### config.mk
export PLATFORM = sky130hd
export DESIGN_NAME = systolic_array_feed_ctrl
export DESIGN_NICKNAME = d
export VERILOG_FILES = /design/src/rtl/systolic_array_pkg.sv /design/src/rtl/systolic_array_SkewBuffer.sv /design/src/rtl/systolic_array_feed_ctrl.sv
export SDC_FILE = /design/constraint.sdc
export NUM_CORES = 1
export LEC_CHECK = 0
export ABC_AREA = 1
export CAP_MARGIN = 20
export CORE_ASPECT_RATIO = 0.8
export CORE_MARGIN = 2
export CORE_UTILIZATION = 52
export DETAILED_ROUTE_END_ITERATION = 16
export GPL_ROUTABILITY_DRIVEN = 0
export GPL_TIMING_DRIVEN = 0
export HOLD_SLACK_MARGIN = 0.02
export PLACE_DENSITY_LB_ADDON = 0.3
export SLEW_MARGIN = 20
export SYNTH_ARGS = -nofsm -noshare
export SYNTH_HDL_FRONTEND = slang
export SYNTH_HIERARCHICAL = 1
export SYNTH_SLANG_ARGS = --single-unit
### constraint.sdc
create_clock -name clk -period 2.5 [get_ports clk]
set_input_delay 0.375 -clock clk [delete_from_list [all_inputs] [get_ports clk]]
set_output_delay 0.375 -clock clk [all_outputs]
set_load 0.02 [all_outputs]
### src/rtl/systolic_array_pkg.sv
// Shared types and constants for the systolic-array feed controller and its skew buffer.
package systolic_array_pkg;

    localparam int unsigned SA_N      = 4;
    localparam int unsigned SA_DATA_W = 32;
    localparam int unsigned SA_LEN_W  = 8;
    localparam int unsigned SA_DRAIN  = 8;

    localparam int unsigned ST_W = 3;

    typedef logic [ST_W-1:0] state_t;

    localparam state_t ST_IDLE  = 3'd0;
    localparam state_t ST_CLEAR = 3'd1;
    localparam state_t ST_FEED  = 3'd2;
    localparam state_t ST_DRAIN = 3'd3;
    localparam state_t ST_DONE  = 3'd4;

    // Lane i of a packed operand vector starts at bit i*width.
    function automatic int unsigned lane_lsb(input int unsigned lane, input int unsigned width);
        return lane * width;
    endfunction

endpackage

### src/rtl/systolic_array_SkewBuffer.sv
// Per-lane delay lines: lane i is delayed by 1+i register stages so the array sees a diagonal wavefront.
module systolic_array_SkewBuffer
    import systolic_array_pkg::*;
#(
    parameter int unsigned N  = SA_N,
    parameter int unsigned DW = SA_DATA_W
) (
    input  logic            clk,
    input  logic            rst_n,
    input  logic            i_shift,
    input  logic            i_zero,
    input  logic [N*DW-1:0] i_data,
    output logic [N*DW-1:0] o_data
);

    for (genvar g = 0; g < N; g++) begin : g_lane
        localparam int unsigned LSB   = lane_lsb(g, DW);
        localparam int unsigned DEPTH = g + 1;

        logic [DEPTH*DW-1:0] r_dly;
        logic [DW-1:0]       w_lane_in;

        assign w_lane_in = i_data[LSB +: DW];

        // Newest sample sits in the low slice; the oldest (top) slice drives the lane.
        if (DEPTH == 1) begin : g_one
            always_ff @(posedge clk or negedge rst_n) begin
                if (!rst_n) begin
                    r_dly <= '0;
                end else if (i_zero) begin
                    r_dly <= '0;
                end else if (i_shift) begin
                    r_dly <= w_lane_in;
                end
            end
        end else begin : g_many
            always_ff @(posedge clk or negedge rst_n) begin
                if (!rst_n) begin
                    r_dly <= '0;
                end else if (i_zero) begin
                    r_dly <= '0;
                end else if (i_shift) begin
                    r_dly <= {r_dly[(DEPTH-1)*DW-1:0], w_lane_in};
                end
            end
        end

        assign o_data[LSB +: DW] = r_dly[DEPTH*DW-1 -: DW];
    end

endmodule

### src/rtl/systolic_array_feed_ctrl.sv
// Sequences one accumulation pass: clear the PEs, stream K skewed operand vectors, flush with zeros, report done.
module systolic_array_feed_ctrl
    import systolic_array_pkg::*;
#(
    parameter int unsigned N            = SA_N,
    parameter int unsigned data_width   = SA_DATA_W,
    parameter int unsigned len_width    = SA_LEN_W,
    parameter int unsigned drain_cycles = SA_DRAIN
) (
    input  logic                    clk,
    input  logic                    reset,
    input  logic                    req_val,
    output logic                    req_rdy,
    input  logic [len_width-1:0]    req_len,
    input  logic                    in_val,
    output logic                    in_rdy,
    input  logic [N*data_width-1:0] in_data,
    output logic [N*data_width-1:0] x_feed,
    output logic                    pe_clear,
    output logic                    busy,
    output logic                    resp_val,
    input  logic                    resp_rdy
);

    localparam logic [len_width-1:0] DRAIN_LOAD = len_width'(drain_cycles - 1);
    localparam logic [len_width-1:0] ONE        = len_width'(1);

    state_t                  r_state;
    state_t                  w_state_nxt;
    logic [len_width-1:0]    r_len;
    logic [len_width-1:0]    r_beat_cnt;
    logic [len_width-1:0]    r_drain_cnt;
    logic [len_width-1:0]    w_beat_inc;
    logic                    w_beat_acc;
    logic                    w_enter_drain;
    logic [N*data_width-1:0] w_skew_in;

    assign w_beat_inc = r_beat_cnt + ONE;
    assign w_beat_acc = (r_state == ST_FEED) && in_val;

    always_comb begin
        w_state_nxt = r_state;
        case (r_state)
            ST_IDLE:  if (req_val)                     w_state_nxt = ST_CLEAR;
            ST_CLEAR: w_state_nxt = (r_len != '0) ? ST_FEED : ST_DRAIN;
            ST_FEED:  if (w_beat_acc && (w_beat_inc == r_len)) w_state_nxt = ST_DRAIN;
            ST_DRAIN: if (r_drain_cnt == '0)           w_state_nxt = ST_DONE;
            ST_DONE:  if (resp_rdy)                    w_state_nxt = ST_IDLE;
            default:                                   w_state_nxt = ST_IDLE;
        endcase
    end

    assign w_enter_drain = (w_state_nxt == ST_DRAIN) && (r_state != ST_DRAIN);

    always_ff @(posedge clk or negedge reset) begin
        if (!reset) begin
            r_state     <= ST_IDLE;
            r_len       <= '0;
            r_beat_cnt  <= '0;
            r_drain_cnt <= '0;
        end else begin
            r_state <= w_state_nxt;
            if ((r_state == ST_IDLE) && req_val) begin
                r_len      <= req_len;
                r_beat_cnt <= '0;
            end
            if (w_beat_acc) begin
                r_beat_cnt <= w_beat_inc;
            end
            if (w_enter_drain) begin
                r_drain_cnt <= DRAIN_LOAD;
            end else if ((r_state == ST_DRAIN) && (r_drain_cnt != '0)) begin
                r_drain_cnt <= r_drain_cnt - ONE;
            end
        end
    end

    // Moore outputs: decoded from the state register only.
    assign req_rdy  = (r_state == ST_IDLE);
    assign in_rdy   = (r_state == ST_FEED);
    assign pe_clear = (r_state == ST_CLEAR);
    assign busy     = (r_state != ST_IDLE);
    assign resp_val = (r_state == ST_DONE);

    // A missing beat in FEED becomes a zero bubble so the array never stalls.
    assign w_skew_in = w_beat_acc ? in_data : '0;

    systolic_array_SkewBuffer #(
        .N  (N),
        .DW (data_width)
    ) u_skew (
        .clk     (clk),
        .rst_n   (reset),
        .i_shift (r_state != ST_IDLE),
        .i_zero  (w_state_nxt == ST_IDLE),
        .i_data  (w_skew_in),
        .o_data  (x_feed)
    );

endmodule
Yosys cells after proc, flatten, opt, wreduce, memory -nomap -nowiden
Cells that the tools add are included.
{"block": "totals", "regBits": 347, "out_inout_bits": 133, "wordCells": 50}
{"block": "op_classes", "addsub": 2, "eq_ne": 7, "n_mux": 19, "reduce_logical": 14}
{"op": "2-to-1 mux 128 bit", "count": 3}
{"op": "2-to-1 mux 96 bit", "count": 2}
{"op": "2-to-1 mux 64 bit", "count": 2}
{"op": "2-to-1 mux 32 bit", "count": 2}
{"op": "2-to-1 mux 8 bit", "count": 4}
{"op": "nonzero test 8 bit", "count": 2}
{"op": "case mux 3 bit (5 select lines)", "count": 1}
{"op": "2-to-1 mux 3 bit", "count": 4}
{"op": "equality test 3 x 2 -> 1 bit, second input constant", "count": 3}
{"op": "adder 8 x 1 -> 8 bit, second input constant", "count": 1}
{"op": "equality test 8 bit", "count": 1}
{"op": "zero test 8 bit", "count": 1}
{"op": "subtractor 8 x 1 -> 8 bit, second input constant", "count": 1}
{"op": "zero test 3 bit", "count": 2}
{"op": "nonzero test 2 bit", "count": 3}
{"op": "logical AND 1 bit", "count": 5}
{"op": "equality test 3 x 1 -> 1 bit, second input constant", "count": 1}
{"op": "equality test 3 bit, second input constant", "count": 1}
{"op": "inequality test 3 x 2 -> 1 bit, second input constant", "count": 1}
{"op": "nonzero test 3 bit", "count": 1}
{"op": "2-to-1 mux 1 bit", "count": 1}

Logic depth before layout (Yosys ltp)
{"block": "logic_depth", "word_depth": 8, "mapped_depth": 16, "depth_no_buf": 14}

Modules after synthesis
The synthesis kept the hierarchy.
{"module": "systolic_array_SkewBuffer", "n_inst": 1, "cells_per_inst": 1484, "area_per_inst_um2": 13536.7, "seq_area_each_um2": 8007.7}
{"module": "systolic_array_feed_ctrl", "n_inst": 1, "cells_per_inst": 478, "area_per_inst_um2": 2586.2, "seq_area_each_um2": 675.6}

Worst setup path after synthesis
No wires, ideal clock.
{"block": "synth_timing", "kind": "register to register", "from": "register r_drain_cnt[0]", "to": "register u_skew.g_lane[2].r_dly[85]", "arrival_ns": 2.167, "required_time_ns": 2.383, "path_slack_ns": 0.216, "stages_incl_launch_ff": 16, "path_buffers": 2, "path_cell_list": "dfrtp_1 > inv_1 > ha_1 > nand2_1 > nor2_2 > nand2_1 > nand2_1 > nand2_1 > a31oi_1 > nand2_2 > nor2_1 > inv_2 > buf_6 > buf_6 > nand3_1 > nand2_1"}
{"block": "synth_between", "elab_chain_cells": 5, "elab_cells_between_ends": 6}
{"element": "from (decl)", "line": "systolic_array_feed_ctrl.sv:32", "text": "logic [len_width-1:0] r_drain_cnt;"}
{"element": "from (signal assigned)", "line": "systolic_array_feed_ctrl.sv:73", "text": "r_drain_cnt <= r_drain_cnt - ONE;"}
{"element": "zero test 8 bit (*)", "line": "systolic_array_feed_ctrl.sv:47", "text": "ST_DRAIN: if (r_drain_cnt == '0) w_state_nxt = ST_DONE;"}
{"element": "2-to-1 mux 3 bit (*)", "line": "systolic_array_feed_ctrl.sv:47"}
{"element": "case mux 3 bit (5 select lines) (*)", "line": "systolic_array_feed_ctrl.sv:43", "text": "case (r_state)"}
{"element": "named net w_state_nxt[0]", "line": "systolic_array_feed_ctrl.sv:29", "text": "state_t w_state_nxt;"}
{"element": "zero test 3 bit (*)", "line": "systolic_array_feed_ctrl.sv:95", "text": ".i_zero (w_state_nxt == ST_IDLE),"}
{"element": "2-to-1 mux 96 bit or nonzero test 2 bit (tied branches)"}
{"element": "to (signal assigned)", "line": "systolic_array_SkewBuffer.sv:43", "text": "r_dly <= {r_dly[(DEPTH-1)*DW-1:0], w_lane_in};"}
{"element": "to (decl)", "line": "systolic_array_SkewBuffer.sv:20", "text": "logic [DEPTH*DW-1:0] r_dly;"}
The timed path passes the listed nets; every way through them passes the cells marked *.
A chain may end at the register's enable or synchronous reset.

Worst setup path after layout
{"block": "layout_timing", "from": "register r_state[2]", "to": "output pe_clear"}
{"block": "layout_between", "elab_chain_cells": 1}
{"element": "from (decl)", "line": "systolic_array_feed_ctrl.sv:28", "text": "state_t r_state;"}
{"element": "from (signal assigned)", "line": "systolic_array_feed_ctrl.sv:62", "text": "r_state <= w_state_nxt;"}
{"element": "equality test 3 x 1 -> 1 bit", "line": "systolic_array_feed_ctrl.sv:81", "text": "assign pe_clear = (r_state == ST_CLEAR);"}
{"element": "to (decl)", "line": "systolic_array_feed_ctrl.sv:19", "text": "output logic pe_clear,"}
No other way between the ends.

==> flow_summary.toml <==
[setup_path]
r2r_end = "u_skew/g_lane[1].r_dly[13]"
critical_path.max_fanout = 5
reg2reg_from = "r_beat_cnt[1]"
r2r_setup_slack_ns = 0.11
crit_arrival_ns = 2.02
kind_of_launch_point_of_the_worst_setup_path = "flop"
path_cells = "nor3_1, clkdlybuf4s50_1"
path_class = "flop to output pin"
critPathTopFamily = "buffers and inverters"
setup.worst_path.end_class = "output pin"
worst_path_max_delay_cell = "clkdlybuf4s50_1"
critical-path-max-stage-delay_ns = 0.68
critical_path_buf_inv_count = 1
worst_r2r_path_depth = 16
worst_ep_required_time_ns = 2.12

[synth]
synth_area_leader_cell = "dfrtp_1"
synth_top_flop_cell = "dfrtp_1"
part_of_the_yosys_area_used_for_sequential_elements_pct = 53.86
yosysUniqueCellTypes = 32
number_of_cells_produced_by_synthesis = 1962
synth.avg_cell_area_um2 = 8.218
async_flop_share_pct = 100.0
synthDominantCellAreaShare_pct = 53.86
synth_nets = 2105
synth_top_cells_by_area = "dfrtp_1 (54%), nand2_1 (16%), nand3_1 (10%)"
ys_ff_latch = 347
cell_area_after_synthesis_mm2 = 0.01612
yosysWarningCount = 6
synth-edff-count = 0

[die]
floorplan.die.width_um = 200.9
fp.coreArea_mm2 = 0.03045
fp.dieH_um = 161.5
fp.dieArea_mm2 = 0.03244
top_level_ports = 274
start_util_pct = 52.94
placement_rows = 57

[timing]
drv_slew = 0
worst_slew_pin_slew_ns = 0.6828
setup_repair_after_global_routing_missed_its_margin = "yes"
timing.final.setup_violations = 0
fmax_ghz = 0.4184
fin_tns_setup_ns = 0
slew_headroom_pct = 54.48
worst_hold_slack_ns = 0.4218
fin_worst_skew_ns = 0.01995
fin_crit_ns = 2.390
layout_worst_path_cycle_share_pct = 95.60
timing_hold_violations_final = 0

[placement]
number_of_i_o_port_buffers = 273
post_detailed_placement_half_perimeter_wirelength_mm = 29.56
dpl_cell_area_mm2 = 0.01946

[routing]
antenna_violating_nets_post_route = 0
remaining_drcs = 0
overall_via_count_from_detail_route = 13620
drt_first_pass_iters = 5
postRouteWirelength_mm = 41.46
routed_via_density = 5.009
drc_violation_total_after_the_first_tritonroute_iteration = 932
wl_per_cell_um = 15.25

[pwr]
pwr_density_cell_mw_per_mm2 = 1124
pwr-share-comb_pct = 44.2
finalPower_w = 0.02334
p_int_w = 0.01411
power.ir.vdd_worst_v = 0.0005670
static-leakage-power_nw = 11.52
power.share.clock_pct = 22.3
share_seq_of_total_power_pct = 33.5
total_switching_power_w = 0.009231
power.switching_fraction_pct = 39.54

[global_route]
leftover_overflow_at_the_end_of_global_routing = 0
grt_first_pass_wirelength_mm = 66.70
gr-usage-all-layers_pct = 25.50
antenna_found_initial = 0
first_global_vias = 13160
grt_start_max_net_pins = 103

[final_layout]
final_cell_mix = "nand2_1 (695), dfrtp_1 (347), nand3_1 (334)"
layout_stage_area_growth_over_the_synthesis_result_pct = 28.78
fraction_of_layout_instances_using_a_drive_strength_above_1_pct = 12.84
fin_util_pct = 68.18
final_design_area_no_fill_mm2 = 0.02076
most_common_cell_after_layout_fill_and_taps_aside = "nand2_1"
fin_nets = 2424
antenna_cells_inserted = 0

[clocking]
clkLatencyLatePin_ns = 0.52
clk_transition_reported_paths_ns = 0.06
clock_tree.buffer_depth = 3
cts-buffers-inserted = 36
cts_tree = "built"
cts_root_buf = "clkbuf_16"
htreeDepth = 2
clock_sink_count = 347

[run_status]
run_status = "finished, final reports clean"

[hold_path]
worstHoldPathType = "input port to asynchronous set/reset pin"

[job]
max-cap-violations = 0
-- metal layers --
metal / global-route usage [%] / up-vias / share of wire (%)
met4: 7.374 / 0 / 2.3
li1: - / 6611 / -
met1: 35.42 / 6498 / 45
met3: 4.257 / 70 / 6.1
met2: 41.62 / 440 / 47
met5: 0 / - / 0
-- logic make-up (layout without fill, tap and decap cells) --
logic type / after synthesis / after routing / synth area share, %
DFF: 347 / 347 / 53.86
and+or+nand+nor: 1198 / 1198 / 31.01
buffers and inverters: 384 / 728 / 13.63
xor gates and xnor gates: 7 / 7 / 0.3803
adders and majority gates: 2 / 2 / 0.1552
AOI/OAI and AO/OA: 21 / 21 / 0.7606
muxes: 3 / 3 / 0.2095
-- area by class of cell --
cell class / instances / area [µm²]
Tap cell: 413 / 516.7
Fill cell: 2454 / 9691
Inverter: 165 / 619.3
Timing Repair Buffer: 281 / 2860
Clock buffer: 56 / 1077
Clock inverter: 7 / 67.56
Buffer: 219 / 1659
Multi-Input combinational cell: 1231 / 5279
Sequential cell: 347 / 8683
-- stage by stage --
stage | worst slack, ns | instances
2_1_floorplan | 0.2156 | 1962
4_1_cts | 0.0003260 | 2716
5_1_grt | -0.04258 | 2719
3_3_place_gp | -13.58 | 2648
6_report | 0.1099 | 2719
3_5_place_dp | -0.3712 | 2651
-- worst max-delay path by stage --
stage	startpoint	end	slack, ns	cells after the start
after floorplan	r_drain_cnt[0]	u_skew/g_lane[2].r_dly[85]	0.22	15
final	r_state[2]	pe_clear	0.11	2
after global routing	r_drain_cnt[0]	u_skew/g_lane[2].r_dly[5]	-0.04	15
after global placement	reset	u_skew/g_lane[3].r_dly[115]	-13.58	1
after detailed placement	r_drain_cnt[0]	u_skew/g_lane[2].r_dly[92]	-0.37	14
after CTS	r_beat_cnt[1]	u_skew/g_lane[1].r_dly[45]	0.0003	14
-- timing repair --
action	4_1_cts	5_1_grt
hold endpoints to repair	70	0
pin swaps	1	2
hold buffers	1	0
endpoints found under the setup margin	320	321
setup buffers	1	3
gates resized for setup	8	50
-- power groups by stage --
stage / sequential [W] / clock (W) / combinational [W]
after CTS: 0.00778 / 0.00532 / 0.0101
after floorplan: 0.00779 / 0 / 0.00658
after global routing: 0.00795 / 0.00553 / 0.0112
after global placement: 0.00783 / 0 / 0.00972
after detailed placement: 0.00786 / 0 / 0.00993
final: 0.00781 / 0.00522 / 0.0103
-- synthesized netlist by cell type, types with 2 or more instances --
library cell	number
nand2_1	698
dfrtp_1	347
nand3_1	334
inv_1	161
nor2_1	142
buf_4	109
buf_2	61
buf_6	36
clkbuf_1	12
a21oi_1	10
o22ai_1	6
xor2_1	6
nor2_2	5
inv_2	4
nand4_1	4
mux2_2	3
nand2_2	3
nor3_1	3
ha_1	2
nand3b_1	2
nor4_1	2
o21ai_0	2
-- flip-flops by register name, indices dropped and copies added (netlist names) --
signal	count
r_beat_cnt	8
r_drain_cnt	8
r_len	8
r_state	3
u_skew/g_lane.r_dly	320
Note: power is estimated with default switching activity, not from simulation.
